--- config.mk ---
export PLATFORM = sky130hd
export DESIGN_NAME = conv3x3_stream_ctrl_flat
export DESIGN_NICKNAME = d
export VERILOG_FILES = /design/src/rtl/conv3x3_stream_ctrl_pkg.sv /design/src/rtl/conv3x3_stream_ctrl_if.sv /design/src/rtl/conv3x3_stream_ctrl_tag_delay_line.sv /design/src/rtl/conv3x3_stream_ctrl.sv /design/src/flat_wrapper.sv
export SDC_FILE = /design/constraint.sdc
export NUM_CORES = 1
export LEC_CHECK = 0
export CORE_MARGIN = 2
export CORE_UTILIZATION = 25
export DETAILED_ROUTE_END_ITERATION = 6
export DONT_BUFFER_PORTS = 1
export PLACE_DENSITY_LB_ADDON = 0.15
export SLEW_MARGIN = 30
export SYNTH_ARGS = -nofsm -noshare
export SYNTH_HDL_FRONTEND = slang
export SYNTH_SLANG_ARGS = --single-unit
--- constraint.sdc ---
create_clock -name clk -period 2.9 [get_ports clk]
set_input_delay 0.58 -clock clk [delete_from_list [all_inputs] [get_ports clk]]
set_output_delay 0.58 -clock clk [all_outputs]
set_load 0.05 [all_outputs]
--- src/rtl/conv3x3_stream_ctrl_pkg.sv ---
// Shared definitions for the 3x3 conv / 2x2 maxpool stream sequencer.
// Includes the operation encodings, FSM states, the result tag layout and default latencies.
package conv3x3_stream_ctrl_pkg;

  localparam logic [1:0] OP_CONV3X3    = 2'd0;
  localparam logic [1:0] OP_MAXPOOL2X2 = 2'd1;

  localparam int unsigned MEM_LAT_DEF     = 1;
  localparam int unsigned COLLECT_LAT_DEF = 1;

  typedef enum logic [2:0] {
    StIdle,
    StPadTop,
    StBody,
    StPadBot,
    StDrain,
    StFin
  } state_e;

  // Per-result side information that travels alongside the datapath.
  typedef struct packed {
    logic       valid;
    logic [7:0] row;
    logic [7:0] col;
    logic       padl;
    logic       padr;
  } tag_t;

endpackage

--- src/rtl/conv3x3_stream_ctrl_if.sv ---
// Bundle of scheduler config, pixel-memory read port and convolutor-facing signals.
// The master modport is the sequencer's view; the slave modport is the surrounding system.
interface conv3x3_stream_ctrl_if #(
  parameter int unsigned ADDR_W = 16
);
  logic              start;
  logic [1:0]        op_in;
  logic [7:0]        width;
  logic [7:0]        height;
  logic [ADDR_W-1:0] base_addr;
  logic [ADDR_W-1:0] mem_raddr;
  logic [7:0]        mem_rdata;
  logic [7:0]        pixel_in;
  logic [1:0]        operation;
  logic              paddingl;
  logic              paddingr;
  logic              out_valid;
  logic [7:0]        out_row;
  logic [7:0]        out_col;
  logic              busy;
  logic              done;

  modport master (
    input  start, op_in, width, height, base_addr, mem_rdata,
    output mem_raddr, pixel_in, operation, paddingl, paddingr,
           out_valid, out_row, out_col, busy, done
  );

  modport slave (
    output start, op_in, width, height, base_addr, mem_rdata,
    input  mem_raddr, pixel_in, operation, paddingl, paddingr,
           out_valid, out_row, out_col, busy, done
  );
endinterface

--- src/rtl/conv3x3_stream_ctrl_tag_delay_line.sv ---
// Fixed-depth shift register that aligns result tags with the convolutor output.
module conv3x3_stream_ctrl_tag_delay_line
  import conv3x3_stream_ctrl_pkg::*;
#(
  parameter int unsigned Depth = 2
) (
  input  logic clk,
  input  logic rst,
  input  tag_t tag_i,
  output tag_t tag_o
);

  tag_t pipe_q [Depth];
  tag_t pipe_d [Depth];

  always_comb begin
    pipe_d[0] = tag_i;
    for (int i = 1; i < int'(Depth); i++) begin
      pipe_d[i] = pipe_q[i-1];
    end
  end

  always_ff @(posedge clk) begin
    if (rst) begin
      for (int i = 0; i < int'(Depth); i++) begin
        pipe_q[i] <= '0;
      end
    end else begin
      pipe_q <= pipe_d;
    end
  end

  assign tag_o = pipe_q[Depth-1];

endmodule

--- src/rtl/conv3x3_stream_ctrl.sv ---
// Streams one image channel (with top/bottom zero rows) into the 3x3 convolutor and tags
// each convolutor result with validity, output coordinates and left/right padding masks.
module conv3x3_stream_ctrl
  import conv3x3_stream_ctrl_pkg::*;
#(
  parameter int unsigned ADDR_W      = 16,
  parameter int unsigned MEM_LAT     = MEM_LAT_DEF,
  parameter int unsigned COLLECT_LAT = COLLECT_LAT_DEF
) (
  input logic                   clk,
  input logic                   rst,
  conv3x3_stream_ctrl_if.master bus
);

  localparam int unsigned Lat = MEM_LAT + COLLECT_LAT;

  state_e              state_q, state_d;
  logic [1:0]          op_q, op_d;
  logic [7:0]          w_q, w_d, h_q, h_d;
  logic [7:0]          row_q, row_d, col_q, col_d;
  logic [7:0]          cen_row_q, cen_row_d, cen_col_q, cen_col_d;
  logic                cen_v_q, cen_v_d;
  logic [7:0]          drain_q, drain_d;
  logic [ADDR_W-1:0]   ptr_q, ptr_d;
  logic [MEM_LAT-1:0]  rd_pipe_q, rd_pipe_d;
  logic                rd_en;
  logic                last_col;
  tag_t                tag_live, tag_out;

  assign last_col = (col_q == w_q - 8'd1);

  always_comb begin
    state_d   = state_q;
    op_d      = op_q;
    w_d       = w_q;
    h_d       = h_q;
    row_d     = row_q;
    col_d     = col_q;
    cen_row_d = cen_row_q;
    cen_col_d = cen_col_q;
    cen_v_d   = cen_v_q;
    drain_d   = drain_q;
    ptr_d     = ptr_q;
    rd_en     = 1'b0;

    unique case (state_q)
      StIdle: begin
        if (bus.start) begin
          op_d    = bus.op_in;
          w_d     = bus.width;
          h_d     = bus.height;
          ptr_d   = bus.base_addr;
          row_d   = 8'd0;
          col_d   = 8'd0;
          cen_v_d = 1'b0;
          state_d = (bus.width == 8'd0 || bus.height == 8'd0) ? StFin : StPadTop;
        end
      end
      StPadTop: begin
        if (last_col) begin
          col_d   = 8'd0;
          state_d = StBody;
        end else begin
          col_d = col_q + 8'd1;
        end
      end
      StBody: begin
        rd_en     = 1'b1;
        ptr_d     = ptr_q + 1'b1;
        // The window centre trails the newest streamed pixel by one position.
        cen_v_d   = 1'b1;
        cen_row_d = row_q;
        cen_col_d = col_q;
        if (last_col) begin
          col_d = 8'd0;
          if (row_q == h_q - 8'd1) begin
            row_d   = 8'd0;
            state_d = StPadBot;
          end else begin
            row_d = row_q + 8'd1;
          end
        end else begin
          col_d = col_q + 8'd1;
        end
      end
      StPadBot: begin
        drain_d = 8'd0;
        state_d = StDrain;
      end
      StDrain: begin
        if (drain_q == 8'(Lat - 1)) begin
          state_d = StFin;
        end else begin
          drain_d = drain_q + 8'd1;
        end
      end
      StFin: begin
        state_d = StIdle;
      end
      default: begin
        state_d = StIdle;
      end
    endcase
  end

  always_comb begin
    tag_live = '0;
    if ((state_q == StBody || state_q == StPadBot) && cen_v_q) begin
      if (op_q == OP_CONV3X3) begin
        tag_live.valid = 1'b1;
        tag_live.row   = cen_row_q;
        tag_live.col   = cen_col_q;
        tag_live.padl  = (cen_col_q == 8'd0);
        tag_live.padr  = (cen_col_q == w_q - 8'd1);
      end else if (op_q == OP_MAXPOOL2X2) begin
        // A 2x2 block completes at an odd/odd centre; odd trailing row/col never qualifies.
        if (cen_row_q[0] && cen_col_q[0]) begin
          tag_live.valid = 1'b1;
          tag_live.row   = {1'b0, cen_row_q[7:1]};
          tag_live.col   = {1'b0, cen_col_q[7:1]};
        end
      end
    end
  end

  always_comb begin
    rd_pipe_d[0] = rd_en;
    for (int i = 1; i < int'(MEM_LAT); i++) begin
      rd_pipe_d[i] = rd_pipe_q[i-1];
    end
  end

  always_ff @(posedge clk) begin
    if (rst) begin
      state_q   <= StIdle;
      op_q      <= 2'd0;
      w_q       <= 8'd0;
      h_q       <= 8'd0;
      row_q     <= 8'd0;
      col_q     <= 8'd0;
      cen_row_q <= 8'd0;
      cen_col_q <= 8'd0;
      cen_v_q   <= 1'b0;
      drain_q   <= 8'd0;
      ptr_q     <= '0;
      rd_pipe_q <= '0;
    end else begin
      state_q   <= state_d;
      op_q      <= op_d;
      w_q       <= w_d;
      h_q       <= h_d;
      row_q     <= row_d;
      col_q     <= col_d;
      cen_row_q <= cen_row_d;
      cen_col_q <= cen_col_d;
      cen_v_q   <= cen_v_d;
      drain_q   <= drain_d;
      ptr_q     <= ptr_d;
      rd_pipe_q <= rd_pipe_d;
    end
  end

  conv3x3_stream_ctrl_tag_delay_line #(
    .Depth (Lat)
  ) u_tag_delay (
    .clk   (clk),
    .rst   (rst),
    .tag_i (tag_live),
    .tag_o (tag_out)
  );

  assign bus.mem_raddr = rd_en ? ptr_q : '0;
  assign bus.pixel_in  = rd_pipe_q[MEM_LAT-1] ? bus.mem_rdata : 8'd0;
  assign bus.operation = op_q;
  assign bus.out_valid = tag_out.valid;
  assign bus.out_row   = tag_out.row;
  assign bus.out_col   = tag_out.col;
  assign bus.paddingl  = tag_out.padl;
  assign bus.paddingr  = tag_out.padr;
  assign bus.busy      = (state_q != StIdle);
  assign bus.done      = (state_q == StFin);

endmodule

--- src/flat_wrapper.sv ---
// flat-port wrapper written by rule: the top's interface ports become plain ports
module conv3x3_stream_ctrl_flat import conv3x3_stream_ctrl_pkg::*;
#(
  parameter int unsigned ADDR_W      = 16,
  parameter int unsigned MEM_LAT     = MEM_LAT_DEF,
  parameter int unsigned COLLECT_LAT = COLLECT_LAT_DEF
)
  (clk, rst, bus_start, bus_op_in, bus_width, bus_height, bus_base_addr, bus_mem_rdata, bus_mem_raddr, bus_pixel_in, bus_operation, bus_paddingl, bus_paddingr, bus_out_valid, bus_out_row, bus_out_col, bus_busy, bus_done);
  conv3x3_stream_ctrl_if #(.ADDR_W(ADDR_W)) bus_i ();
  input logic clk;
  input logic rst;
  input wire logic [$bits(bus_i.start)-1:0] bus_start;
  input wire logic [$bits(bus_i.op_in)-1:0] bus_op_in;
  input wire logic [$bits(bus_i.width)-1:0] bus_width;
  input wire logic [$bits(bus_i.height)-1:0] bus_height;
  input wire logic [$bits(bus_i.base_addr)-1:0] bus_base_addr;
  input wire logic [$bits(bus_i.mem_rdata)-1:0] bus_mem_rdata;
  output wire logic [$bits(bus_i.mem_raddr)-1:0] bus_mem_raddr;
  output wire logic [$bits(bus_i.pixel_in)-1:0] bus_pixel_in;
  output wire logic [$bits(bus_i.operation)-1:0] bus_operation;
  output wire logic [$bits(bus_i.paddingl)-1:0] bus_paddingl;
  output wire logic [$bits(bus_i.paddingr)-1:0] bus_paddingr;
  output wire logic [$bits(bus_i.out_valid)-1:0] bus_out_valid;
  output wire logic [$bits(bus_i.out_row)-1:0] bus_out_row;
  output wire logic [$bits(bus_i.out_col)-1:0] bus_out_col;
  output wire logic [$bits(bus_i.busy)-1:0] bus_busy;
  output wire logic [$bits(bus_i.done)-1:0] bus_done;
  assign bus_i.start = bus_start;
  assign bus_i.op_in = bus_op_in;
  assign bus_i.width = bus_width;
  assign bus_i.height = bus_height;
  assign bus_i.base_addr = bus_base_addr;
  assign bus_i.mem_rdata = bus_mem_rdata;
  assign bus_mem_raddr = bus_i.mem_raddr;
  assign bus_pixel_in = bus_i.pixel_in;
  assign bus_operation = bus_i.operation;
  assign bus_paddingl = bus_i.paddingl;
  assign bus_paddingr = bus_i.paddingr;
  assign bus_out_valid = bus_i.out_valid;
  assign bus_out_row = bus_i.out_row;
  assign bus_out_col = bus_i.out_col;
  assign bus_busy = bus_i.busy;
  assign bus_done = bus_i.done;
  conv3x3_stream_ctrl #(.ADDR_W(ADDR_W), .MEM_LAT(MEM_LAT), .COLLECT_LAT(COLLECT_LAT)) u_core (.clk(clk), .rst(rst), .bus(bus_i));
endmodule
==> summary.md <==
| Metric | Value |
|---|---|
| Run status | `complete, no violations` |
| Clock tree sinks | `117` |
| Switching component of the power | `~1900 uW` |
| Post-route standard cell area excluding fillers | `0.00649 sq mm` |
| Final Instance Count excl. Fillers | `958` |
| Power share of the sequential group | `33.8%` |
| DR pass1 iterations | `4` |
| Number of unique standard cell types used by synthesis | `56` |
| Placed insts | `slightly above 900` |
| Total routing usage reported by global routing | `roughly 12%` |
| Pin count of the biggest net entering global routing | `between 100 and 150` |
| Number of enable flip-flop cells after synthesis | `0` |
| Part of the power in the clock network | `39.5%` |
| Synth Instances | `671` |
| Count of standard-cell rows | `54` |
| Last element of the critical path | `u_core.state_q[1]$_SDFFE_PP0P_` |
| Root Buffer | `sky130_fd_sc_hd__clkbuf_16` |
| Measured slew at the worst slew-check pin | `0.731 ns` |
| Power density over the cells | `880 mW/mm^2` |
| End of the worst register-to-register path | `u_core.state_q[1]$_SDFFE_PP0P_` |
| Slew Limit Fails | `0` |
| Vias after detailed routing | `4653` |
| Worst setup skew after layout | `0.00571 ns` |
| Num ports | `92` |
| CTS tree | `done` |
| Flip-flop and latch count after synthesis | `117` |
| Die height | `~150 microns` |
| Headroom to the max-slew limit | `approximately half` |
| Worst r2r src | `u_core.h_q[1]$_SDFFE_PP0P_` |
| Summed instance area of the synthesized netlist | `0.00550 sq mm` |
| Final Hold Violating Endpoints | `0` |
| Area after detailed placement | `between 0.005 and 0.006 sq mm` |
| Async set-reset flop share out of synthesis | `0%` |
| Count of buffers inserted at the top-level ports | `0` |
| Fraction of power spent switching nets | `between 30 and 40%` |
| Wire length of the first global-routing pass | `~23 mm` |
| Part of the Yosys area used for sequential elements | `42.6%` |
| Number of antenna violations at the first check in global routing | `0` |
| Largest buffer count on any clock path | `2` |
| Highest fanout seen on the critical path | `6` |
| Via-per-instance ratio | `4.86` |
| Proportion of layout cells with a drive suffix above 1 | `between 10% and 20%` |
| Comb power frac | `26.7%` |
| Vias in the first global route | `roughly 4400` |
| Leftover overflow at the end of global routing | `0` |
| Post-route clock period utilization | `95.7%` |
| Synthesized area per cell | `around 8.2 sq um` |
| Total power | `between 5000 and 6000 uW` |
| Post-detailed-route count of antenna-violating nets | `0` |
| Reg2Reg Depth | `10` |
| Crit start category | `flop` |
| HPWL reported at the end of detailed placement | `around 9.8 mm` |
| Number of nets in the finished design | `slightly above 700` |
| H-tree depth reported by CTS | `4` |
| Die width | `152 microns` |
| Number of warning messages in the yosys log | `0` |
| DRC | `0` |
| Quantity of hold-fixing buffers added after cts | `0` |
| Mean routed wirelength per cell | `14.7 microns` |
| Starting density of the core | `25.3%` |
| Post-synthesis net count | `between 700 and 800` |
| WS Path Type | `flop to flop` |
| Final GP Congestion | `~0.8` |
| Maximum Capacitance Violations | `0` |
| Core Box Area | `0.0217 sq mm` |
| Hold WC Path Type | `input pin to flop` |
| DRT Wirelength | `14.1 mm` |
| Number of buffers inserted during clock tree synthesis | `17` |
| Number of cells on the worst hold path | `1` |
| # diodes | `0` |
| Count of final setup violators | `0` |
| Static Leak | `0.00234 uW` |
| Data arrival time of the critical path | `3.11 ns` |
| Clk_lat worst skew | `0.41 ns` |
| Final period demand of the worst path | `2.78 ns` |
| Minimum setup slack in the final design | `approximately 0.12 ns` |
| Summed negative setup slack over all endpoints | `0 ns` |
| CP required | `3.23 ns` |
| Worst setup slack after placement | `0.162 ns` |
| Max IR drop VDD | `0.355 mV` |
| Highest clock rate | `roughly 0.36 GHz` |
| Capturing element type of the critical path | `flop` |
| Internal power | `3800 uW` |
| Crit path launch | `u_core.h_q[1]$_SDFFE_PP0P_` |
| Synth-to-layout area growth | `18.1%` |
| Post-CTS clock slew at the launch and capture registers of the worst setup and hold paths | `~0.06 ns` |
| Area enclosed by the die boundary | `0.0232 sq mm` |
| Starting DRC count in detailed routing | `246` |
| Worst setup slack for register-to-register paths | `approximately 0.12 ns` |
| Main flop type after synthesis | `sky130_fd_sc_hd__dfxtp_1` |
-- cells in the final DEF (no fill, tap or decap), types with 5 or more instances in the layout --
| cell | n |
|---|---|
| sky130_fd_sc_hd__a21oi_1 | 52 |
| sky130_fd_sc_hd__a221oi_1 | 5 |
| sky130_fd_sc_hd__a22o_1 | 13 |
| sky130_fd_sc_hd__a22oi_1 | 8 |
| sky130_fd_sc_hd__a31oi_1 | 8 |
| sky130_fd_sc_hd__and2_1 | 26 |
| sky130_fd_sc_hd__and3_1 | 15 |
| sky130_fd_sc_hd__buf_4 | 22 |
| sky130_fd_sc_hd__clkbuf_16 | 17 |
| sky130_fd_sc_hd__clkinvlp_4 | 5 |
| sky130_fd_sc_hd__dfxtp_1 | 117 |
| sky130_fd_sc_hd__ha_1 | 7 |
| sky130_fd_sc_hd__inv_1 | 18 |
| sky130_fd_sc_hd__nand2_1 | 106 |
| sky130_fd_sc_hd__nand2b_1 | 5 |
| sky130_fd_sc_hd__nand3_1 | 24 |
| sky130_fd_sc_hd__nand4_1 | 9 |
| sky130_fd_sc_hd__nor2_1 | 46 |
| sky130_fd_sc_hd__nor2b_1 | 22 |
| sky130_fd_sc_hd__nor3_1 | 6 |
| sky130_fd_sc_hd__nor3b_1 | 5 |
| sky130_fd_sc_hd__nor4_1 | 10 |
| sky130_fd_sc_hd__o21ai_0 | 22 |
| sky130_fd_sc_hd__o32ai_1 | 6 |
| sky130_fd_sc_hd__or3_1 | 10 |
| sky130_fd_sc_hd__xnor2_1 | 12 |
| sky130_fd_sc_hd__xor2_1 | 20 |
-- worst min path at each step --
stage,start,endpoint,slack [ns]
2_1_floorplan,u_core.u_tag_delay.pipe_d[0]$_SDFF_PP0_,u_core.u_tag_delay.tag_o[0]$_SDFF_PP0_,0.41
3_3_place_gp,u_core.u_tag_delay.pipe_d[15]$_SDFF_PP0_,u_core.u_tag_delay.tag_o[15]$_SDFF_PP0_,0.42
3_5_place_dp,u_core.u_tag_delay.pipe_d[15]$_SDFF_PP0_,u_core.u_tag_delay.tag_o[15]$_SDFF_PP0_,0.42
4_1_cts,rst,u_core.h_q[6]$_SDFFE_PP0P_,0.21
5_1_grt,rst,u_core.h_q[0]$_SDFFE_PP0P_,0.23
6_report,rst,u_core.h_q[6]$_SDFFE_PP0P_,0.24
-- Yosys cell counts (2+ instances only) --
cell                          n  area [sq um]
sky130_fd_sc_hd__a41oi_1      2          17.5
sky130_fd_sc_hd__nor4_1      10          62.6
sky130_fd_sc_hd__a21oi_1     52           260
sky130_fd_sc_hd__and4_1       2          17.5
sky130_fd_sc_hd__a21o_1       2          15.0
sky130_fd_sc_hd__o21ai_0     22           110
sky130_fd_sc_hd__xnor2_1     12           105
sky130_fd_sc_hd__and2_1      26           163
sky130_fd_sc_hd__a22o_1      13           114
sky130_fd_sc_hd__nand3b_1     3          22.5
sky130_fd_sc_hd__o211ai_1     2          15.0
sky130_fd_sc_hd__nor3_1       6          30.0
sky130_fd_sc_hd__a22oi_1      8          60.1
sky130_fd_sc_hd__nor4b_1      2          17.5
sky130_fd_sc_hd__a32o_1       2          20.0
sky130_fd_sc_hd__a222oi_1     4          40.0
sky130_fd_sc_hd__nor2_1      47           176
sky130_fd_sc_hd__nand4bb_1    2          22.5
sky130_fd_sc_hd__mux2_2       3          33.8
sky130_fd_sc_hd__or2_2        4          25.0
sky130_fd_sc_hd__and3_1      15          93.8
sky130_fd_sc_hd__inv_1       18          67.6
sky130_fd_sc_hd__o21ai_1      2          10.0
sky130_fd_sc_hd__a2111oi_0    2          17.5
sky130_fd_sc_hd__o32ai_1      6          52.6
sky130_fd_sc_hd__ha_1         7          87.6
sky130_fd_sc_hd__nand2_1    106           398
sky130_fd_sc_hd__a221oi_1     5          43.8
sky130_fd_sc_hd__nand3_1     24           120
sky130_fd_sc_hd__dfxtp_1    117          2340
sky130_fd_sc_hd__xor2_1      20           175
sky130_fd_sc_hd__a31oi_1      8          50.1
sky130_fd_sc_hd__buf_1        3          11.3
sky130_fd_sc_hd__nor3b_1      6          45.0
sky130_fd_sc_hd__nand4_1      9          56.3
sky130_fd_sc_hd__a311oi_1     2          17.5
sky130_fd_sc_hd__clkbuf_1    43           161
sky130_fd_sc_hd__or3_1       10          62.6
sky130_fd_sc_hd__nor2b_1     22           138
sky130_fd_sc_hd__a211oi_1     2          15.0
sky130_fd_sc_hd__nand2b_1     5          31.3
-- cell type report --
class                   instances  area (sq um)
fillers                      2299         15200
multi-input cells             489          2920
flip-flops and latches        117          2340
clock buffers                  20           467
well taps                     280           350
clock inverters                12           176
repair buffers                 22           165
inverters                      18          67.6
-- metal layers --
layer / track usage (%) / up-vias / share of wire [%]
met3: 4.18 / 13 / 7.3
met2: 19.0 / 114 / 45
li1: - / 2334 / -
met1: 15.3 / 2192 / 47
met5: 0 / - / 0
met4: 4.67 / 0 / 1.4
-- cell families (layout without fill, tap and decap cells) --
| group | Yosys count | in the layout | share of synthesized area, % |
|---|---|---|---|
| compound gates | 143 | 143 | 17.4 |
| mux | 4 | 4 | 0.797 |
| buf+inv | 65 | 72 | 4.58 |
| fa+ha+maj | 7 | 7 | 1.59 |
| xor+xnor | 32 | 32 | 5.10 |
| simple gates | 303 | 303 | 28.0 |
| flops | 117 | 117 | 42.6 |
-- flip-flops by register name, summed over array words and instances (netlist names) --
register	flops
u_core.bus.operation	2
u_core.cen_col_q	8
u_core.cen_row_q	8
u_core.cen_v_q	1
u_core.col_q	8
u_core.drain_q	8
u_core.h_q	8
u_core.ptr_q	16
u_core.rd_pipe_q	1
u_core.row_q	8
u_core.state_q	3
u_core.u_tag_delay.pipe_d	19
u_core.u_tag_delay.tag_o	19
u_core.w_q	8
-- critical path, cell delays in order (launching register included) --
cell and delay (ns):
sky130_fd_sc_hd__dfxtp_1 0.41, sky130_fd_sc_hd__inv_1 0.06, sky130_fd_sc_hd__ha_1 0.19, sky130_fd_sc_hd__o21bai_1 0.15, sky130_fd_sc_hd__a2111oi_0 0.50, sky130_fd_sc_hd__a311oi_1 0.12
sky130_fd_sc_hd__a2111oi_2 0.32, sky130_fd_sc_hd__buf_4 0.17, sky130_fd_sc_hd__nor2_1 0.04, sky130_fd_sc_hd__or4b_1 0.51, sky130_fd_sc_hd__a211oi_2 0.22
-- timing repair --
action / CTS / global route
setup endpoints to repair: 0 / 8
buffers inserted: 0 / 0
resized for setup: 0 / 3
-- metrics by stage --
step	util, %	hold WS (ns)
2_1_floorplan	-	0.414
6_report	29.9	0.236
3_5_place_dp	26.9	0.422
4_1_cts	29.9	0.214
3_3_place_gp	26.9	0.421
5_1_grt	29.9	0.229
-- power groups by stage --
| stage | sequential [uW] | clock (uW) | combinational [uW] |
|---|---|---|---|
| floorplan | 1880 | 0 | 1220 |
| global placement | 1960 | 0 | 1500 |
| detailed placement | 1960 | 0 | 1520 |
| CTS | 1930 | 2310 | 1530 |
| global route | 1960 | 2390 | 1700 |
| finish | 1930 | 2260 | 1520 |
Note: power is estimated with default switching activity, not from simulation.
